$ cat config.mk
export PLATFORM = sky130hd
export DESIGN_NAME = mul_share_arb
export DESIGN_NICKNAME = d
export VERILOG_FILES = /design/src/rtl/mul_share_arb.sv
export SDC_FILE = /design/constraint.sdc
export NUM_CORES = 1
export LEC_CHECK = 0
export BUFFER_PORTS_ARGS = -buffer_cell sky130_fd_sc_hd__buf_4
export CAP_MARGIN = 20
export CORE_MARGIN = 3
export CORE_UTILIZATION = 48
export CTS_BUF_LIST = sky130_fd_sc_hd__clkbuf_8 sky130_fd_sc_hd__clkbuf_16
export DETAILED_ROUTE_END_ITERATION = 8
export PLACE_DENSITY = 0.8
export REMOVE_ABC_BUFFERS = 1
export SETUP_SLACK_MARGIN = 0.5
export SLEW_MARGIN = 20
export SYNTH_ARGS = -nofsm -noshare
export SYNTH_HDL_FRONTEND = slang
export SYNTH_SLANG_ARGS = --single-unit
$ cat constraint.sdc
create_clock -name clk_i -period 3.5 [get_ports clk_i]
set_input_delay 0.35 -clock clk_i [delete_from_list [all_inputs] [get_ports clk_i]]
set_output_delay 0.35 -clock clk_i [all_outputs]
set_load 0.01 [all_outputs]
$ cat src/rtl/mul_share_arb.sv
// Round-robin arbiter that time-shares one sequential multiplier between N_REQ requesters.
// It latches the winner's operands, drives the multiplier's rst/start/busy handshake and
// returns the product with a one-cycle done pulse. Only one multiplication is in flight.
// Optional watchdog: define MUL_SHARE_ARB_TIMEOUT_EN to abort a stuck multiplication
// after TIMEOUT_CYC cycles (product forced to 0, sticky err_o).
module mul_share_arb #(
  parameter int unsigned N_REQ       = 2,
  parameter int unsigned WIDTH       = 8,
  parameter int unsigned TIMEOUT_CYC = 64
) (
  input  logic                     clk_i,
  input  logic                     rst_ni,
  input  logic [N_REQ-1:0]         req_i,
  input  logic [N_REQ*WIDTH-1:0]   a_bi,
  input  logic [N_REQ*WIDTH-1:0]   b_bi,
  output logic [N_REQ-1:0]         gnt_o,
  output logic [N_REQ-1:0]         done_o,
  output logic [2*WIDTH-1:0]       y_bo,
  output logic                     busy_o,
  output logic                     err_o,
  output logic                     mul_rst_o,
  output logic                     mul_start_o,
  output logic [WIDTH-1:0]         mul_a_bo,
  output logic [WIDTH-1:0]         mul_b_bo,
  input  logic                     mul_busy_i,
  input  logic [2*WIDTH-1:0]       mul_y_bi
);

  localparam int unsigned IdxW = (N_REQ > 1) ? $clog2(N_REQ) : 1;

  typedef enum logic [2:0] {StIdle, StLaunch, StSettle, StWait, StDone} state_e;

  state_e             r_state;
  logic [N_REQ-1:0]   r_gnt;
  logic [N_REQ-1:0]   r_done;
  logic [2*WIDTH-1:0] r_y;
  logic               r_busy;
  logic               r_mul_rst;
  logic               r_mul_start;
  logic [WIDTH-1:0]   r_mul_a;
  logic [WIDTH-1:0]   r_mul_b;
  logic [IdxW-1:0]    r_k;
  logic [IdxW-1:0]    r_last;

  logic               w_any;
  logic [IdxW-1:0]    w_pick;
  logic [N_REQ-1:0]   w_pick_oh;
  logic               w_timeout;

  // Round-robin pick: first set request searching upward from last+1, wrapping.
  always_comb begin
    int unsigned j;
    j         = 0;
    w_any     = 1'b0;
    w_pick    = '0;
    w_pick_oh = '0;
    for (int unsigned i = 1; i <= N_REQ; i++) begin
      j = (32'(r_last) + i) % N_REQ;
      if (!w_any && req_i[IdxW'(j)]) begin
        w_any  = 1'b1;
        w_pick = IdxW'(j);
      end
    end
    w_pick_oh[w_pick] = 1'b1;
  end

`ifdef MUL_SHARE_ARB_TIMEOUT_EN
  localparam int unsigned CntW = $clog2(TIMEOUT_CYC + 1);

  logic [CntW-1:0] r_cnt;
  logic            r_err;
  logic            w_cnt_hit;

  assign w_cnt_hit = (r_cnt == CntW'(TIMEOUT_CYC - 1));
  // Fires only when the FSM will actually take the abort path (a normal finish wins in WAIT).
  assign w_timeout = w_cnt_hit &&
                     ((r_state == StSettle) || ((r_state == StWait) && mul_busy_i));

  // Watchdog counter: cleared in LAUNCH, counts every SETTLE/WAIT cycle; sticky error flag.
  always_ff @(posedge clk_i or negedge rst_ni) begin
    if (!rst_ni) begin
      r_cnt <= '0;
      r_err <= 1'b0;
    end else begin
      if (r_state == StLaunch) begin
        r_cnt <= '0;
      end else if ((r_state == StSettle) || (r_state == StWait)) begin
        r_cnt <= r_cnt + 1'b1;
      end
      if (w_timeout) begin
        r_err <= 1'b1;
      end
    end
  end

  assign err_o = r_err;
`else
  logic unused_timeout_cyc;
  assign unused_timeout_cyc = ^TIMEOUT_CYC;
  assign w_timeout          = 1'b0;
  assign err_o              = 1'b0;
`endif

  // Sequencer FSM; every output is a register updated on the state transition.
  always_ff @(posedge clk_i or negedge rst_ni) begin
    if (!rst_ni) begin
      r_state     <= StIdle;
      r_gnt       <= '0;
      r_done      <= '0;
      r_y         <= '0;
      r_busy      <= 1'b0;
      r_mul_rst   <= 1'b1;
      r_mul_start <= 1'b0;
      r_mul_a     <= '0;
      r_mul_b     <= '0;
      r_k         <= '0;
      r_last      <= IdxW'(N_REQ - 1);
    end else begin
      r_done      <= '0;
      r_mul_start <= 1'b0;
      case (r_state)
        StIdle: begin
          r_mul_rst <= 1'b1;
          if (w_any) begin
            r_gnt       <= w_pick_oh;
            r_k         <= w_pick;
            r_mul_a     <= a_bi[w_pick*WIDTH +: WIDTH];
            r_mul_b     <= b_bi[w_pick*WIDTH +: WIDTH];
            r_mul_rst   <= 1'b0;
            r_mul_start <= 1'b1;
            r_busy      <= 1'b1;
            r_state     <= StLaunch;
          end
        end
        StLaunch: r_state <= StSettle;
        StSettle, StWait: begin
          // SETTLE ignores mul_busy_i: the multiplier raises busy one cycle after start.
          if (w_timeout || ((r_state == StWait) && !mul_busy_i)) begin
            r_y       <= w_timeout ? '0 : mul_y_bi;
            r_done    <= r_gnt;
            r_gnt     <= '0;
            r_last    <= r_k;
            r_mul_rst <= 1'b1;
            r_state   <= StDone;
          end else begin
            r_state <= StWait;
          end
        end
        StDone: begin
          r_busy  <= 1'b0;
          r_state <= StIdle;
        end
        default: r_state <= StIdle;
      endcase
    end
  end

  assign gnt_o       = r_gnt;
  assign done_o      = r_done;
  assign y_bo        = r_y;
  assign busy_o      = r_busy;
  assign mul_rst_o   = r_mul_rst;
  assign mul_start_o = r_mul_start;
  assign mul_a_bo    = r_mul_a;
  assign mul_b_bo    = r_mul_b;

endmodule

### Word-level counts from Yosys, hierarchy flattened

Index checks and enable logic that the tools add are counted.
W data, S select, Z words.

* register bits after elaboration: 44
* output and inout port bits: 40

* shift-type cells: 2
* magnitude comparators: 4
* equality and inequality tests: 6
* add/subtract/negate cells: 2
* reductions and logical operators: 14
* multiplexer cells: 25

Operator list (count)
* $shiftx A16 B5 Y8: 2
* $mux W1: 14
* $pmux W3 S3: 1
* $mux W2: 4
* $reduce_and A2 Y1: 4
* $eq A3 B2 Y1 const B: 2
* $lt A1 B2 Y1 const B: 3
* $mux W3: 2
* $ne A2 B2 Y1 const B: 2
* $pmux W1 S2: 2
* $pmux W2 S2: 1
* $reduce_bool A2 Y1: 2
* $eq A3 B1 Y1 const B: 1
* $eq A3 B3 Y1 const B: 1
* $logic_and A1 B1 Y1: 3
* $logic_not A3 Y1: 1
* $reduce_and A3 Y1: 1
* $add A1 B1 Y1 const B: 2
* $logic_not A1 Y1: 2
* $reduce_or A2 Y1: 1
* $demux W1 S1: 1
* $ge A1 B1 Y1 const B: 1

### Longest topological paths before layout

* depth after elaboration: 13
* depth in mapped cells: 7

### Worst setup path after synthesis

Ideal clock, no wire load.

* kind: input port to flip-flop
* start point: in mul_busy_i
* end point: reg r_y[10], in the netlist y_bo[10]
* setup slack: 2176 ps
* buffers on the path: 1
* library setup time: 125 ps
* data required time: 3375 ps
* stages: 4
* arrival time: 1199 ps
* cells stage by stage: nand3b_2 nor2_2 buf_6 mux2_2

* longest elaborated chain between the ends: 3

Ends and longest elaborated chain
* start, declared: RTL line 25 `input logic mul_busy_i,`
* $logic_not A1 Y1: RTL line 138 `if (w_timeout || ((r_state == StWait) && !mul_busy_i)) begin`
* $logic_and A1 B1 Y1: RTL line 138
* $reduce_and A2 Y1 (no source line)
* end signal, assigned: RTL line 139 `r_y <= w_timeout ? '0 : mul_y_bi;`
* end, declared: RTL line 36 `logic [2*WIDTH-1:0] r_y;`

Every way passes these cells.
A chain may end at the register's enable or synchronous reset.

### Final worst setup path

* start point: reg r_state[1]
* end point: reg r_y[5], in the netlist y_bo[5]

* longest elaborated chain between the ends: 3
* elaborated cells between the ends (all ways): 5

Ends and longest elaborated chain
* start, declared: RTL line 33 `state_e r_state;`
* start signal, assigned: RTL line 107 `r_state <= StIdle;`
* start signal, assigned: RTL line 132 `r_state <= StLaunch;`
* start signal, assigned: RTL line 135 `StLaunch: r_state <= StSettle;`
* $eq A3 B2 Y1, on equally long branches: RTL line 121, 138
* $reduce_or A2 Y1 / $logic_and A1 B1 Y1 (equally long branches): RTL line 121, 138
* $reduce_and A2 Y1 (no source line) *

Mark *: on every way between the ends. The rest lies on a longest branch, timed or not.

==> flow_metrics.py <==
metrics = {
    "status": {
        "status": "complete, no violations",
    },
    "power": {
        "p_comb_share_pct": 40.9,
        "power_frac_clock_pct": 18.7,
        "netSwitchingFraction_pct": 32.1,
        "ir_drop_mv": 0.509,
        "power.switching_mw": 0.711,
        "power_density_mw_per_mm2": 838,
        "p_leak_nw": 1.32,
        "power_frac_seq_pct": 40.5,
        "internal_power_mw": 1.50,
    },
    "cells_and_area": {
        "drive_gt1_share_pct": 53.2,
        "fin_cells": 283,
        "final_cell_mix": "buf_4, dfrtp_1, nor2_1",
        "final_nets": 289,
        "final_common_cell": "buf_4",
        "insertedDiodeCount": 0,
        "synthToLayoutAreaGrowth_pct": 42.0,
    },
    "die": {
        "fp.dieH_um": 68.3,
        "top_level_ports": 93,
        "core_region_area_mm2": 0.00352,
        "chipWidth_um": 68.3,
        "dieArea_mm2": 0.00466,
        "rows": 21,
        "start_util_pct": 52.8,
    },
    "timing": {
        "rsz0062_at_grt": "false",
        "worst_pin_slew_ns": 0.921,
        "setup_viol_count_final": 0,
        "slew_headroom_pct": 38.5,
        "fin_crit_sh_pct": 53.4,
        "hold_viol": 0,
        "layout_setup_ws_ns": 1.63,
        "layout_min_cycle_time_ns": 1.87,
        "fin_tns_setup_ns": 0,
        "fin_skew_ns": 0.00664,
        "hold_slack_ns": 0.0370,
        "fmax_ghz": 0.535,
        "slew_violations": 0,
    },
    "clock_tree": {
        "numCtsBuffers": 5,
        "htreeDepth": 2,
        "post-cts-setup-buffer-count": 0,
        "cts_num_sinks": 44,
        "cts_resized": 0,
        "clk_pin_slew_ns": 0.08,
        "cts_tree": "built",
        "holdBufCountCts": 0,
        "cts-root-to-sink-buffers": 2,
        "cts_root_buf": "clkbuf_8",
        "worstSkewPairLatency_ns": 0.29,
    },
    "detailed_routing": {
        "drc": 0,
        "drt_iter0_markers": 77,
        "drt_first_pass_iters": 4,
        "wl_per_cell_um": 14.2,
        "vias": 1376,
        "viasPerCell": 4.86,
        "ant_nets": 0,
        "routed_wl_mm": 4.03,
    },
    "yosys": {
        "yosys-top-cells-area": "dfrtp_1, mux2_2, mux2i_1",
        "syn-cell-area_mm2": 0.00186,
        "synth_top_area_share_pct": 56.5,
        "ys_seq_area_share_pct": 59.3,
        "postSynthAreaPerCell_um2": 12.7,
        "ys_warn_count": 0,
        "yosysTopAreaCell": "dfrtp_1",
        "yosysUniqueCellTypes": 25,
        "ys_ff_latch": 44,
        "syn_inst": 147,
    },
    "placement": {
        "dp.cells": 275,
        "io_buffers": 91,
        "gp_congestion": 0.722,
        "dpl.hpwl_mm": 3.12,
        "place_ws_ns": 1.47,
    },
    "critical_path": {
        "crit_required_ns": 3.68,
        "critPathMaxFanout": 21,
        "arrival_ns": 2.05,
        "start_kind": "flip-flop",
        "critPathCaptureType": "flip-flop",
        "path_class": "flip-flop to flip-flop",
    },
    "grt": {
        "grt_max_degree": 45,
        "first_global_vias": 1405,
        "antenna_found_initial": 0,
        "grt_pass1_wl_mm": 6.29,
        "overflow": 0,
        "grtUsageTotal_pct": 18.7,
    },
    "hold_path": {
        "hp-class": "input port to asynchronous set/reset pin",
    },
    "run": {
        "drv_cap": 0,
    },
}
[cell type report]
type | instances | area, µm²
tap | 46 | 57.6
inverter | 2 | 7.51
sequential | 44 | 1100
clock inverter | 1 | 30.0
timing repair buffer | 92 | 691
fill | 268 | 880
clock buffer | 7 | 96.3
multi-input combinational | 91 | 656
[layer usage]
layer / global-route usage [%] / routed length, µm
met1: 20.7 / 1490
met2: 33.3 / 2270
met3: 3.61 / 181
met4: 10.4 / 80
met5: 0 / 0
[metrics by stage]
| step | instance area [µm²] | utilization (%) | power (mW) |
|---|---|---|---|
| 3_3_place_gp | 2510 | 71.4 | 1.79 |
| 4_1_cts | 2640 | 75.0 | 2.25 |
| 5_1_grt | 2640 | 75.0 | 2.38 |
| 2_1_floorplan | 1770 | - | 1.35 |
| 6_report | 2640 | 75.0 | 2.21 |
| 3_5_place_dp | 2510 | 71.4 | 1.83 |
[cell families (layout without fill, tap and decap cells)]
| group | Yosys count | in the layout | share of synthesized area (%) |
|---|---|---|---|
| DFF | 44 | 44 | 59.3 |
| muxes | 33 | 33 | 18.9 |
| and+or+nand+nor | 33 | 33 | 8.41 |
| AOI/OAI and AO/OA | 24 | 24 | 7.67 |
| buffers and inverters | 12 | 102 | 5.51 |
| other | 1 | 1 | 0.202 |
[power by group through the flow]
stage,Sequential (mW),Combinational [mW],Clock [mW]
floorplan,0.991,0.354,0
global placement,0.897,0.891,0
detailed placement,0.906,0.922,0
CTS,0.898,0.922,0.428
global route,0.929,0.993,0.454
finish,0.896,0.905,0.413
[Yosys cell counts]
| library cell | instances |
|---|---|
| dfrtp_1 | 42 |
| nor2_1 | 20 |
| a21oi_1 | 17 |
| mux2_2 | 16 |
| mux2i_1 | 16 |
| buf_6 | 6 |
| a21o_2 | 3 |
| buf_4 | 3 |
| nand2_1 | 3 |
| nor3_1 | 3 |
| and2_1 | 2 |
| dfstp_2 | 2 |
| inv_1 | 2 |
| a21boi_2 | 1 |
| a21o_1 | 1 |
| buf_2 | 1 |
| conb_1 | 1 |
| mux2_1 | 1 |
| nand3b_2 | 1 |
| nor2_2 | 1 |
| nor3_2 | 1 |
| nor4_1 | 1 |
| nor4b_1 | 1 |
| o21a_1 | 1 |
| o21ai_0 | 1 |
[state kept, by name, summed over array words and instances, names as in the netlist]
name,count
mul_rst_o,1
y_bo,16
mul_b_bo,8
done_o,2
gnt_o,2
r_k,1
busy_o,1
r_last,1
mul_a_bo,8
mul_start_o,1
r_state,3
[critical path: stages (launching register included)]
cell      delay (ns)
dfrtp_1         0.48
nand3b_2        0.14
nor2_2          0.72
mux2_2          0.42
[final timing paths]
check                                  start     endpoint  slack [ns]  cells after the start
min in group clk_i              mul_y_bi[15]     y_bo[15]        0.28                      2
worst max-delay path              r_state[1]      y_bo[5]        1.63                      3
worst min-delay path                  rst_ni  mul_b_bo[0]        0.04                      1
worst max register to register    r_state[1]      y_bo[5]        1.63                      3
worst min register to register           r_k          r_k        0.49                      1
max in group asynchronous             rst_ni       r_last        3.08                      1
No activity file was read; power rests on OpenSTA's default activity.
